$ cat src/rtl/axil_pkg.sv
// rtl/axil_pkg.sv - shared types and address decode for the AXI-Lite register file
package axil_pkg;

  typedef enum logic [1:0] {
    OKAY   = 2'b00,
    EXOKAY = 2'b01,
    SLVERR = 2'b10,
    DECERR = 2'b11
  } resp_t;

  typedef enum logic {
    IDLE = 1'b0,
    RESP = 1'b1
  } rd_state_t;

  // Byte address to word index; bits below the bus width are dropped.
  function automatic logic [31:0] addr2idx(input logic [63:0] addr, input int dw);
    return 32'(addr >> ((dw == 64) ? 3 : 2));
  endfunction

endpackage

$ cat src/rtl/axil_skid1.sv
// rtl/axil_skid1.sv - one-entry holding buffer with registered ready, used for AW and W
module axil_skid1 #(
  parameter int W = 8
) (
  input  logic         clk_i,
  input  logic         rst_ni,
  input  logic         valid_i,
  output logic         ready_o,
  input  logic [W-1:0] data_i,
  output logic         valid_o,
  output logic [W-1:0] data_o,
  input  logic         pop_i
);

  logic         full_q, full_d;
  logic         ready_q;
  logic [W-1:0] data_q;

  always_comb begin
    full_d = full_q;
    if (pop_i) full_d = 1'b0;
    if (valid_i && ready_q) full_d = 1'b1;
  end

  // ready is held low for the first cycle out of reset, then tracks emptiness
  always_ff @(posedge clk_i or negedge rst_ni) begin
    if (!rst_ni) begin
      full_q  <= 1'b0;
      ready_q <= 1'b0;
      data_q  <= '0;
    end else begin
      full_q  <= full_d;
      ready_q <= !full_d;
      if (valid_i && ready_q) data_q <= data_i;
    end
  end

  assign ready_o = ready_q;
  assign valid_o = full_q;
  assign data_o  = data_q;

endmodule

$ cat src/rtl/axil_regfile.sv
// rtl/axil_regfile.sv - AXI4-Lite slave register file; W1C registers enabled by AXIL_REGFILE_W1C_EN
module axil_regfile
  import axil_pkg::*;
#(
  parameter int                  C_AXI_DATA_WIDTH = 32,
  parameter int                  C_AXI_ADDR_WIDTH = 9,
  parameter int                  NUM_REGS         = 16,
  parameter logic [NUM_REGS-1:0] RO_MASK          = '0,
  parameter logic [NUM_REGS-1:0] W1C_MASK         = '0
) (
  input  logic                               AXI_ACLK,
  input  logic                               AXI_ARESETN,
  input  logic [C_AXI_ADDR_WIDTH-1:0]        AXI_AWADDR,
  input  logic [2:0]                         AXI_AWPROT,
  input  logic                               AXI_AWVALID,
  output logic                               AXI_AWREADY,
  input  logic [C_AXI_DATA_WIDTH-1:0]        AXI_WDATA,
  input  logic [C_AXI_DATA_WIDTH/8-1:0]      AXI_WSTRB,
  input  logic                               AXI_WVALID,
  output logic                               AXI_WREADY,
  output logic [1:0]                         AXI_BRESP,
  output logic                               AXI_BVALID,
  input  logic                               AXI_BREADY,
  input  logic [C_AXI_ADDR_WIDTH-1:0]        AXI_ARADDR,
  input  logic [2:0]                         AXI_ARPROT,
  input  logic                               AXI_ARVALID,
  output logic                               AXI_ARREADY,
  output logic [C_AXI_DATA_WIDTH-1:0]        AXI_RDATA,
  output logic [1:0]                         AXI_RRESP,
  output logic                               AXI_RVALID,
  input  logic                               AXI_RREADY,
  output logic [NUM_REGS*C_AXI_DATA_WIDTH-1:0] reg_out,
  input  logic [NUM_REGS*C_AXI_DATA_WIDTH-1:0] reg_in,
  output logic [NUM_REGS-1:0]                wr_pulse,
  input  logic [NUM_REGS*C_AXI_DATA_WIDTH-1:0] set_in
);

  localparam int          DW = C_AXI_DATA_WIDTH;
  localparam int          SW = DW / 8;
  localparam int          AW = C_AXI_ADDR_WIDTH;
  localparam logic [31:0] NR = 32'(NUM_REGS);

  logic          aw_full, w_full, commit;
  logic [AW-1:0] aw_addr;
  logic [SW+DW-1:0] w_buf;
  logic [DW-1:0] wdata, bmask;
  logic [SW-1:0] wstrb;
  logic [31:0]   widx, ridx;
  logic          w_in_range;

  logic          bvalid_q;
  resp_t         bresp_q;
  logic [DW-1:0] regs_q [NUM_REGS];
  logic [DW-1:0] regs_d [NUM_REGS];

  rd_state_t     rd_state_q;
  logic          arready_q, rvalid_q;
  logic [DW-1:0] rdata_q, rd_value;
  resp_t         rresp_q;

  axil_skid1 #(.W(AW)) u_aw_buf (
    .clk_i(AXI_ACLK), .rst_ni(AXI_ARESETN), .valid_i(AXI_AWVALID), .ready_o(AXI_AWREADY),
    .data_i(AXI_AWADDR), .valid_o(aw_full), .data_o(aw_addr), .pop_i(commit)
  );

  axil_skid1 #(.W(SW+DW)) u_w_buf (
    .clk_i(AXI_ACLK), .rst_ni(AXI_ARESETN), .valid_i(AXI_WVALID), .ready_o(AXI_WREADY),
    .data_i({AXI_WSTRB, AXI_WDATA}), .valid_o(w_full), .data_o(w_buf), .pop_i(commit)
  );

  assign wdata      = w_buf[DW-1:0];
  assign wstrb      = w_buf[DW+:SW];
  assign commit     = aw_full && w_full && !bvalid_q;
  assign widx       = addr2idx({{(64-AW){1'b0}}, aw_addr}, DW);
  assign ridx       = addr2idx({{(64-AW){1'b0}}, AXI_ARADDR}, DW);
  assign w_in_range = widx < NR;

  always_comb begin
    bmask = '0;
    for (int b = 0; b < SW; b++) bmask[b*8 +: 8] = {8{wstrb[b]}};
  end

  // wr_pulse fires for RO registers too, so core logic sees every in-range write
  always_comb begin
    wr_pulse = '0;
    for (int i = 0; i < NUM_REGS; i++)
      if (commit && w_in_range && widx == 32'(i)) wr_pulse[i] = 1'b1;
  end

  always_comb begin
    for (int i = 0; i < NUM_REGS; i++) begin
      regs_d[i] = regs_q[i];
      if (wr_pulse[i] && !RO_MASK[i]) begin
`ifdef AXIL_REGFILE_W1C_EN
        if (W1C_MASK[i]) regs_d[i] = regs_q[i] & ~(wdata & bmask);
        else             regs_d[i] = (regs_q[i] & ~bmask) | (wdata & bmask);
`else
        regs_d[i] = (regs_q[i] & ~bmask) | (wdata & bmask);
`endif
      end
`ifdef AXIL_REGFILE_W1C_EN
      if (W1C_MASK[i]) regs_d[i] = regs_d[i] | set_in[i*DW +: DW];
`endif
    end
  end

  always_ff @(posedge AXI_ACLK or negedge AXI_ARESETN) begin
    if (!AXI_ARESETN) begin
      for (int i = 0; i < NUM_REGS; i++) regs_q[i] <= '0;
      bvalid_q <= 1'b0;
      bresp_q  <= OKAY;
    end else begin
      for (int i = 0; i < NUM_REGS; i++) regs_q[i] <= regs_d[i];
      if (bvalid_q && AXI_BREADY) bvalid_q <= 1'b0;
      if (commit) begin
        bvalid_q <= 1'b1;
        bresp_q  <= w_in_range ? OKAY : SLVERR;
      end
    end
  end

  always_comb begin
    reg_out  = '0;
    rd_value = '0;
    for (int i = 0; i < NUM_REGS; i++) begin
      reg_out[i*DW +: DW] = regs_q[i];
      if (ridx == 32'(i)) rd_value = RO_MASK[i] ? reg_in[i*DW +: DW] : regs_q[i];
    end
  end

  always_ff @(posedge AXI_ACLK or negedge AXI_ARESETN) begin
    if (!AXI_ARESETN) begin
      rd_state_q <= IDLE;
      arready_q  <= 1'b0;
      rvalid_q   <= 1'b0;
      rdata_q    <= '0;
      rresp_q    <= OKAY;
    end else begin
      case (rd_state_q)
        IDLE: begin
          if (AXI_ARVALID && arready_q) begin
            rd_state_q <= RESP;
            arready_q  <= 1'b0;
            rvalid_q   <= 1'b1;
            rdata_q    <= rd_value;
            rresp_q    <= (ridx < NR) ? OKAY : SLVERR;
          end else begin
            arready_q  <= 1'b1;
          end
        end
        RESP: begin
          if (AXI_RREADY) begin
            rd_state_q <= IDLE;
            rvalid_q   <= 1'b0;
            arready_q  <= 1'b1;
          end
        end
        default: rd_state_q <= IDLE;
      endcase
    end
  end

  assign AXI_BVALID  = bvalid_q;
  assign AXI_BRESP   = bresp_q;
  assign AXI_ARREADY = arready_q;
  assign AXI_RVALID  = rvalid_q;
  assign AXI_RDATA   = rdata_q;
  assign AXI_RRESP   = rresp_q;

  logic unused_ok;
`ifdef AXIL_REGFILE_W1C_EN
  assign unused_ok = ^{AXI_AWPROT, AXI_ARPROT};
`else
  assign unused_ok = ^{AXI_AWPROT, AXI_ARPROT, set_in, W1C_MASK};
`endif

endmodule

$ cat config.mk
export PLATFORM = sky130hd
export DESIGN_NAME = axil_regfile
export DESIGN_NICKNAME = d
export VERILOG_FILES = /design/src/rtl/axil_pkg.sv /design/src/rtl/axil_skid1.sv /design/src/rtl/axil_regfile.sv
export SDC_FILE = /design/constraint.sdc
export NUM_CORES = 1
export LEC_CHECK = 0
export ABC_AREA = 1
export CORE_AREA = 2 2 637 639
export CTS_BUF_LIST = sky130_fd_sc_hd__clkbuf_4
export DETAILED_ROUTE_END_ITERATION = 16
export DIE_AREA = 0 0 639 641
export GPL_ROUTABILITY_DRIVEN = 0
export PLACE_DENSITY = 0.31
export SLEW_MARGIN = 30
export SYNTH_ARGS = -nofsm -noshare
export SYNTH_HDL_FRONTEND = slang
export SYNTH_SLANG_ARGS = --single-unit
$ cat constraint.sdc
create_clock -name AXI_ACLK -period 2.4 [get_ports AXI_ACLK]
set_input_delay 0.48 -clock AXI_ACLK [delete_from_list [all_inputs] [get_ports AXI_ACLK]]
set_output_delay 0.48 -clock AXI_ACLK [all_outputs]
set_load 0.01 [all_outputs]
# After elaboration in Yosys (flattened, before gate mapping)
# Cells that the tools add are included.
dict set report classes {
  magnitude_cmp 2
  eq_ne 32
  mux 49
  bitwise 35
  reduce_logical 31
}
# operator count
set op_table {}
lappend op_table {{$and 32x32->32} 17}
lappend op_table {{$mux 32} 16}
lappend op_table {{$or 32x32->32} 16}
lappend op_table {{$eq 7x4->1 const B} 16}
lappend op_table {{$logic_not 32->1} 2}
lappend op_table {{$eq 7x3->1 const B} 8}
lappend op_table {{$not 32->32} 1}
lappend op_table {{$eq 7x2->1 const B} 4}
lappend op_table {{$mux 1} 28}
lappend op_table {{$logic_and 1x1->1} 23}
lappend op_table {{$eq 7x1->1 const B} 2}
lappend op_table {{$lt 7x5->1 const B} 2}
lappend op_table {{$pmux 1 s2} 3}
lappend op_table {{$mux 2} 2}
lappend op_table {{$ne 2x2->1 const B} 2}
lappend op_table {{$reduce_and 2->1} 2}
lappend op_table {{$logic_not 1->1} 3}
lappend op_table {{$reduce_bool 2->1} 1}
lappend op_table {{$not 1->1} 1}
dict set report word_totals {
  ff_bits 601
  inputBits 1091
  out_inout_bits 569
  wordCells 178
}

# Logic depth before layout (Yosys ltp)
dict set report depth {
  ltp_word 17
  depth_mapped 17
  mapped_depth_nobuf 15
}

# Hierarchy
# A second synthesis with hierarchy kept.
dict set report hier_totals {
  hier_cells 3175
  area_unflattened_um2 27376.3
}
# module n_inst cells_each area_per_inst_um2
set by_module_without_submodules {}
lappend by_module_without_submodules {axil_regfile 1 2964 25406.9}
lappend by_module_without_submodules {{axil_skid1 (u_w_buf)} 1 164 1511.4}
lappend by_module_without_submodules {{axil_skid1 (u_aw_buf)} 1 47 457.9}

# Worst setup path before layout
# Ideal clock, no wire load.
dict set report synth_timing {
  path_type {input -> register}
  from {input AXI_ARADDR[7]}
  to {register rdata_q[16], in the netlist AXI_RDATA[16]}
  setup_time_ps 116
  t_arrival_ps 1770
  required_time_ps 2284
  path_slack_ps 514
  path_stages 12
  n_path_buf 1
  path_cell_list {nor2_2 -> nand2_2 -> nor2_2 -> inv_2 -> nor2_4 -> inv_2 -> clkbuf_1 -> or2_1 -> nand2_1 -> nand4_1 -> nand2_1 -> nand2_1}
}
dict set report synth_between {
  elab_chain_len 17
}
# item line
set synth_lines {}
lappend synth_lines {{start, declared} axil_regfile.sv:24} ;# input logic [C_AXI_ADDR_WIDTH-1:0] AXI_ARADDR,
lappend synth_lines {{$logic_not 32->1} axil_regfile.sv:127} ;# if (ridx == 32'(i)) rd_value = RO_MASK[i] ? reg_in[i*DW +: DW] : regs_q[i];
lappend synth_lines {{$mux 32 (15 in series)} axil_regfile.sv:127}
lappend synth_lines {{$mux 32 *} axil_regfile.sv:127}
lappend synth_lines {{end signal, assigned} axil_regfile.sv:145} ;# rdata_q <= rd_value;
lappend synth_lines {{end, declared} axil_regfile.sv:58} ;# logic [DW-1:0] rdata_q, rd_value;
# Mark *: on every way between the ends. The rest lies on a longest branch, timed or not.
# A chain may end at the register's enable or synchronous reset.

# Worst setup path after layout
dict set report layout_timing {
  from {register u_aw_buf.data_q[7], in the netlist u_aw_buf.data_o[7]}
  to {output wr_pulse[7]}
}
dict set report layout_between {
  elab_chain_len 4
}
# item line
set layout_lines {}
lappend layout_lines {{start, declared} axil_skid1.sv:17} ;# logic [W-1:0] data_q;
lappend layout_lines {{start signal, assigned} axil_skid1.sv:34} ;# if (valid_i && ready_q) data_q <= data_i;
lappend layout_lines {{$lt 7x5->1} axil_regfile.sv:76} ;# assign w_in_range = widx < NR;
lappend layout_lines {{$logic_and 1x1->1} axil_regfile.sv:87} ;# if (commit && w_in_range && widx == 32'(i)) wr_pulse[i] = 1'b1;
lappend layout_lines {{$logic_and 1x1->1 *} axil_regfile.sv:87}
lappend layout_lines {{$mux 1 *} axil_regfile.sv:87}
lappend layout_lines {{end, declared} axil_regfile.sv:34} ;# output logic [NUM_REGS-1:0] wr_pulse,
# Marked as above.

==> metrics.txt <==
Fin. Hold Viols 0; critical path data required time 1.92 ns; # DRC 0; Critical Path Start Type flop; post-DR vias/cell 2.803; Worst-path clk slew 0.08 ns; die height 641 um; post-layout min period 3.165 ns; row count 233; Max IR drop VDD 0.0002668 V; PD cells 776.5 mW/mm^2; DP Worst Slack -0.7552 ns; leakage power 18.56 nW; Final period util 1.319; Netlist cell types 33; top cell type's share of synthesized area 0.5763; remaining global-route overflow 0; share of post-route cells with drive strength above 1 0.3025; Max Cap Viol 0; Hold WC Path Type input pin to flop; initial antenna violation count 27; Hold Path Stages 3; Hold Crit Endpoint u_w_buf.data_o[25]$_DFFE_PN0P_; largest net degree at the start of global routing 73; number of DRC markers in iteration 0 2,182; Synth async-reset ratio 1.000; Worst-Skew Late Latency 1.13 ns; fillcell total 46,580; Core Util, Final 0.1056; vias in the first global route 26,400; #FFs+latches synth 597; CTS HTree Levels 4; synth top area cells dfrtp_1 58%, nand2_1 13%, o21ai_0 6.2%; layout net count 5,177; detailed placement HPWL 194,900 um; Final ANT Viol Nets 0; sequential area share after synthesis 0.5763; total number of vias 26,650; status finished with violations; critical path endpoint category primary output; Max transition margin 0.3991; top-count cell post-synth nand2_1; first-pass GRT wire length 290,100 um; die area 0.4096 mm^2; Syn. warnings 0; Post-Place Cell Area 0.04072 mm^2; R2R cell count 12; Fin Setup TNS -11.41 ns; HP Start AXI_WDATA[25]; Final Power 32.95 mW; TritonCTS buffer count 179; Clock Tree Root clkbuf_4; Avg WL per Cell 24.19 um; TritonCTS clock tree built; Initial Util 0.06448; DR pass1 iterations 5; synthesized area per cell 8.422 um^2; Routed WL 230,000 um; Synth area leader dfrtp_1; final setup fails 17; fin area 0.04244 mm^2; failing checks negative setup slack; clock sinks 597; Cells after Synth 3,078; overall routing resource usage 0.1091; most instantiated cells after synthesis 930 x nand2_1, 597 x dfrtp_1, 321 x o21ai_0; Slew @ Worst Pin 0.9003 ns; synthesized area 0.02592 mm^2; Setup CP Type flop to primary output; Die W 639 um; area grow syn2layout 63.72%; Final Skew 0.08821 ns; RSZ-0062 raised after global routing yes; Slew Limit Fails 0; Port Buf Inserts 623; top-level I/O count 1,660; Fmax 315.9 MHz; register-to-register setup slack 0.11 ns; RR Startpoint u_aw_buf.data_o[7]$_DFFE_PN0P_; critical path peak fanout 3; Post-synth EDFFs 0; CTS max path bufs 4; Core Area 0.4020 mm^2; Most used DFF post-synth dfrtp_1; Final WS setup -0.7651 ns; Worst EP arrival 2.69 ns
## logic make-up (layout without fill, tap and decap cells)
group,count (synthesis),in the layout,synth area share
and+or+nand+nor,1460,1460,0.2390
other,1,10,0.0001447
AOI/OAI and AO/OA,646,646,0.1248
muxes,6,6,0.002606
buffers and inverters,368,1501,0.05715
DFF,597,597,0.5763
## layer usage
metal / up-vias / part of all wire / global-route usage
met3: 291 / 0.14 / 0.07055
li1: 12230 / - / -
met1: 13080 / 0.41 / 0.1292
met5: - / 0.000087 / 0
met4: 2 / 0.040 / 0.04155
met2: 1040 / 0.40 / 0.1554
## cell usage in the layout, fill, tap and decap left out, types with 171 or more instances in the layout
cell      netlist  final
nand2_1       930    924
dfrtp_1       597    518
buf_4           4    429
o21ai_0       321    321
buf_2          46    282
clkbuf_4        0    260
o21ai_1       235    235
nor2_1        212    194
inv_1         174    174
nand3_1       174    171
## power breakdown
group	switching (mW)	total (mW)	internal (mW)
clock	5.10	10.2	5.05
sequential	1.53	13.0	11.5
combinational	7.32	9.78	2.46
## worst max-delay path by stage
stage | from | to | slack [ns] | cells past startpoint
after floorplan | AXI_ARADDR[7] | AXI_RDATA[16]$_DFFE_PN0P_ | 0.51 | 12
after detailed placement | AXI_ARADDR[5] | AXI_RDATA[7]$_DFFE_PN0P_ | -0.76 | 16
after CTS | AXI_BVALID$_DFFE_PN0P_ | wr_pulse[7] | -0.95 | 8
after global routing | AXI_BVALID$_DFFE_PN0P_ | wr_pulse[7] | -0.94 | 8
final | u_aw_buf.data_o[7]$_DFFE_PN0P_ | wr_pulse[7] | -0.77 | 8
after global placement | AXI_ARADDR[5] | AXI_RDATA[14]$_DFFE_PN0P_ | -0.75 | 17
## worst max-delay path, stage by stage (launching register included)
cell      delay (ns)
dfrtp_1         0.38
nor2_1          0.13
nand2_2         0.14
nor2_4          0.23
nand3_4         0.10
buf_6           0.15
or2_4           0.24
clkinv_4        0.07
buf_12          0.13
## stage by stage
| step | hold slack [ns] | cells |
|---|---|---|
| CTS | 0.01700 | 9497 |
| finish | 0.1365 | 9507 |
| global route | 0.07390 | 9506 |
| global placement | 0.4249 | 9076 |
| floorplan | 0.1844 | 3079 |
| detailed placement | 0.4406 | 9076 |
## what timing repair did
action	in CTS	in global routing
setup buffers	82	2
hold endpoints to repair	637	0
gates cloned	0	0
gates resized for setup	2590	10
setup endpoints to repair	634	83
pin swaps	10	8
hold buffers	41	0
## area by class of cell
cell class	instances	area (um^2)	share of cell area
inverter	185	704.4	0.01660
tap	5287	6615	0.1559
timing repair buffer	1009	8173	0.1926
antenna	8	20.02	0.0004717
multi-input combinational	2114	9723	0.2291
clock inverter	47	216.5	0.005100
clock buffer	260	1952	0.04599
sequential	597	15040	0.3543
Power figures use the tool's default switching activity.
